$ cat src/rtl/fetch_stage.sv
// rtl/fetch_stage.sv - multi-cycle instruction fetch stage with valid/ready memory and consumer handshakes
// Optional access-fault reporting is enabled by defining FETCH_ACCESS_FAULT_EN.
module fetch_stage #(
  parameter int WIDTH = 32,
  parameter logic [WIDTH-1:0] RESET_PC = WIDTH'(32'h8000_0000)
) (
  input  logic             clk,
  input  logic             rst,
  output logic [WIDTH-1:0] araddr,
  output logic             arvalid,
  input  logic             arready,
  input  logic [31:0]      rdata,
  input  logic [1:0]       rresp,
  input  logic             rvalid,
  output logic             rready,
  output logic             inst_valid,
  input  logic             inst_ready,
  input  logic             redirect_valid,
  input  logic [WIDTH-1:0] redirect_pc,
  output logic [31:0]      inst,
  output logic [WIDTH-1:0] inst_pc,
  output logic             fetch_fault
);

  typedef enum logic [1:0] {IDLE, REQ, WAIT, HOLD} state_t;

  state_t           state;
  logic [WIDTH-1:0] pc;

`ifdef FETCH_ACCESS_FAULT_EN
  logic fault_q;
  assign fetch_fault = fault_q;
`else
  assign fetch_fault = 1'b0;
`endif

  // Handshake outputs are pure state decodes, so they change only on clock edges.
  assign arvalid    = (state == REQ);
  assign rready     = (state == WAIT);
  assign inst_valid = (state == HOLD);
  assign araddr     = pc;

  logic unused_bits;
  assign unused_bits = ^{rresp, redirect_pc[1:0]};

  always_ff @(posedge clk) begin
    if (rst) begin
      state   <= IDLE;
      pc      <= RESET_PC;
      inst    <= '0;
      inst_pc <= '0;
`ifdef FETCH_ACCESS_FAULT_EN
      fault_q <= 1'b0;
`endif
    end else begin
      case (state)
        IDLE: state <= REQ;
        REQ: begin
          if (arready) state <= WAIT;
        end
        WAIT: begin
          if (rvalid) begin
            inst_pc <= pc;
`ifdef FETCH_ACCESS_FAULT_EN
            // A faulting fetch hands the consumer a zero word so it can trap cleanly.
            if (rresp != 2'b00) begin
              inst    <= '0;
              fault_q <= 1'b1;
            end else begin
              inst    <= rdata;
              fault_q <= 1'b0;
            end
`else
            inst <= rdata;
`endif
            state <= HOLD;
          end
        end
        HOLD: begin
          if (inst_ready) begin
            pc    <= redirect_valid ? {redirect_pc[WIDTH-1:2], 2'b00} : pc + WIDTH'(4);
            state <= REQ;
          end
        end
        default: state <= IDLE;
      endcase
    end
  end

endmodule

$ cat config.mk
export PLATFORM = sky130hd
export DESIGN_NAME = fetch_stage
export DESIGN_NICKNAME = d
export VERILOG_FILES = /design/src/rtl/fetch_stage.sv
export SDC_FILE = /design/constraint.sdc
export NUM_CORES = 1
export LEC_CHECK = 0
export BUFFER_PORTS_ARGS = -buffer_cell sky130_fd_sc_hd__buf_2
export CORE_MARGIN = 2
export CORE_UTILIZATION = 30
export DETAILED_ROUTE_END_ITERATION = 10
export SLEW_MARGIN = 20
export SYNTH_ARGS = -nofsm -noshare
export SYNTH_HDL_FRONTEND = slang
export SYNTH_SLANG_ARGS = --single-unit
$ cat constraint.sdc
create_clock -name clk -period 2.05 [get_ports clk]
set_input_delay 0 -clock clk [delete_from_list [all_inputs] [get_ports clk]]
set_output_delay 0 -clock clk [all_outputs]
set_load 0.1 [all_outputs]
==> impl_metrics.toml <==
[yosys]
avgSynthCellArea_sq_um = 7.60
ys_async_sr_fraction_pct = 0
ys.flop_type = "dfxtp_1"
synth-edff-count = 0
netlist_instances = 557
synth-seq-area-share_pct = 44.5
synth_warnings = 0
ys_types = 49
yosys_register_bits = 94
synth_area_sq_um = 4230

[floorplanning]
die_h_um = 123
die_area_sq_um = 15100
initial_core_util_pct = 30.6
die_w_um = 123
row_count = 43
core_sq_um = 13800
ioPinCount = 172

[job]
maxCapViolCount = 0

[routing]
drtIter0Drc = 193
vias_per_cell = 4.91
wl_per_cell_um = 14.3
drt_wl_total_mm = 13.4
first_pass_iters = 4
drc = 0
vias = 4616
ant_nets = 0

[sta]
min_period_ns = 1.99
slew_viol_final = 0
setup_ws_ns = 0.0640
slew_headroom_pct = 55.3
rsz0062_at_grt = "yes"
skew_ns = 0.00876
fmax_mhz = 504
hold_viol = 0
setup_violations = 0
post-route-period-util_pct = 96.9
tightestPinTransition_ns = 0.671

[critical_path]
rr_worst_depth = 5
cp_data_arrival_time_ns = 2.26
slowest_delay_ns = 0.51
crit_chain = "nand2_4 -> or3_4 -> or4_4 -> or4_1 -> a31oi_1"
crit_type = "flop to flop"
r2r_start = "araddr[14]"
worst-path-buf-inv = 0
cp.required_ns = 2.33
crit_fanout = 7
start_kind = "flop"
crit_slowest_cell = "or4_4"
worst-path-stages = 5
r2r_slack_ns = 0.06
crit_path_end_kind = "flop"
r2r_end = "araddr[24]"
critical_path.top_delay_family = "simple AND/OR/NAND/NOR gates"

[global_routing]
grt_pass1_vias = 4280
grt_overflow = 0
track_usage_pct = 17.5
grt_pass1_wl_mm = 20.7
antenna_found_initial = 0
grt_max_degree = 63

[cts]
numCtsBuffers = 9
clk_latency_ns = 0.35
cts_tree = "built"
clk_pin_slew_ns = 0.06
clkSinkCount = 94
clockBufferDepth = 2
cts-root-buf = "clkbuf_16"
post_cts_buffers = 0
htreeDepth = 3

[layout]
diodes = 0
final_util_pct = 44.3
design_area_sq_um = 6130
nFillCells = 1369
area_growth_pct = 44.8
fin_nets = 832
drive_gt1_share_pct = 30.3

[placed_design]
detailed_place_hpwl_mm = 9.20
place.gp.congestion = 0.801
portBuffers = 162
dp_slack_ns = 0.00811
dpl_cell_area_sq_um = 5370

[min_path]
hp-start = "redirect_pc[10]"
hold_path.class = "primary input to flop"
holdPathEnd = "araddr[10]"
min_delay_path_depth = 5

[power]
p_leak_nw = 2.60
ir_drop_uv = 1120
power_density_nw_per_um2 = 895

[status]
status = "completed"
## routing by layer
| metal | up-vias | part of all wire, % | global-route usage, % |
|---|---|---|---|
| li1 | 2315 | - | - |
| met1 | 2148 | 44 | 21.3 |
| met2 | 138 | 48 | 29.7 |
| met3 | 15 | 6.6 | 4.41 |
| met4 | 0 | 1.6 | 6.54 |
| met5 | - | 0 | 0 |
## how the worst max path moves through the flow
stage          slack (ns)        from    endpoint
6_report             0.06  araddr[14]  araddr[24]
5_1_grt            -0.003  araddr[12]  araddr[24]
4_1_cts              0.03  araddr[12]  araddr[24]
3_5_place_dp        0.008    state[1]    inst[31]
3_3_place_gp         0.03  araddr[12]  araddr[24]
2_1_floorplan       -0.25  araddr[24]  araddr[30]
## where the power goes
group | internal [mW] | switching (mW)
Sequential | 1.95 | 0.121
Combinational | 0.406 | 1.49
Clock | 0.846 | 0.667
## layout by cell type (no fill, tap or decap), types with 6 or more instances in the layout
cell	count
nor4_1	6
dfxtp_1	72
mux2i_1	10
nand2_1	153
nor2_1	22
dfxtp_4	14
buf_2	161
buf_4	20
nor3_1	9
o21ai_0	10
a21o_1	6
inv_1	10
and3_1	10
clkbuf_16	9
a31oi_1	9
dlygate4sd3_1	48
a211oi_1	9
nand3_1	18
a21oi_1	81
dfxtp_2	8
## sequential cells by signal, summed over array words and instances (netlist names)
register  flops
araddr       30
inst         32
state         2
inst_pc      30
## logic make-up (layout without fill, tap and decap cells)
logic type | count (synthesis) | after routing | synth area share (%)
adders and majority gates | 4 | 4 | 1.18
DFF | 94 | 94 | 44.5
buffers and inverters | 57 | 256 | 5.53
other | 1 | 5 | 0.0886
and+or+nand+nor | 248 | 248 | 26.1
muxes | 10 | 10 | 2.36
AOI/OAI and AO/OA | 143 | 143 | 20.3
## cells in the mapped netlist (3+ instances only)
master / count / area share [%]
a211oi_1: 9 / 1.6
clkbuf_1: 39 / 3.5
nand2_1: 154 / 14
a22oi_1: 3 / 0.53
buf_4: 5 / 0.89
or4_1: 6 / 1.1
mux2i_1: 10 / 2.4
a31oi_1: 9 / 1.3
o21ai_0: 11 / 1.3
nor4_1: 6 / 0.89
a32oi_1: 3 / 0.62
nor3_1: 9 / 1.1
a21oi_1: 81 / 9.6
ha_1: 4 / 1.2
inv_1: 10 / 0.89
nand2b_1: 5 / 0.74
nand4_1: 3 / 0.44
and3_1: 10 / 1.5
o41ai_1: 3 / 0.62
dfxtp_1: 94 / 44
nor2b_1: 4 / 0.59
nor2_1: 22 / 2.0
nand3_1: 19 / 2.2
a21o_1: 6 / 1.1
## tightest hold or removal path, cell delays in order
cell     delay, ns
buf_2         0.08
nand2_1       0.05
o31ai_1       0.06
a22oi_1       0.06
nor2_1        0.07
## repair_timing
item | in CTS | in global routing
hold endpoints to repair | 48 | 0
endpoints found under the setup margin | 7 | 2
gates resized for setup | 1 | 3
pin swaps | 0 | 1
hold buffers | 48 | 0
## stage by stage
stage	hold WS [ns]	power (mW)	cells	TNS, ns
global placement	0.243	3.90	877	0
CTS	0.00240	5.56	940	0
global route	0.0123	5.76	940	-0.00285
floorplan	0.136	3.59	561	-0.869
detailed placement	0.250	3.94	877	0
finish	0.0161	5.48	940	0
## final cells by class
type                    instances  area (sq um)  area share (%)
clock buffers                  13           250            4.08
clock inverters                 2          10.0           0.163
inverters                      10          37.5           0.612
multi-input cells             410          2190            35.7
flip-flops and latches         94          1940            31.7
well taps                     180           225            3.67
repair buffers                231          1480            24.1
Power figures use the tool's default switching activity.
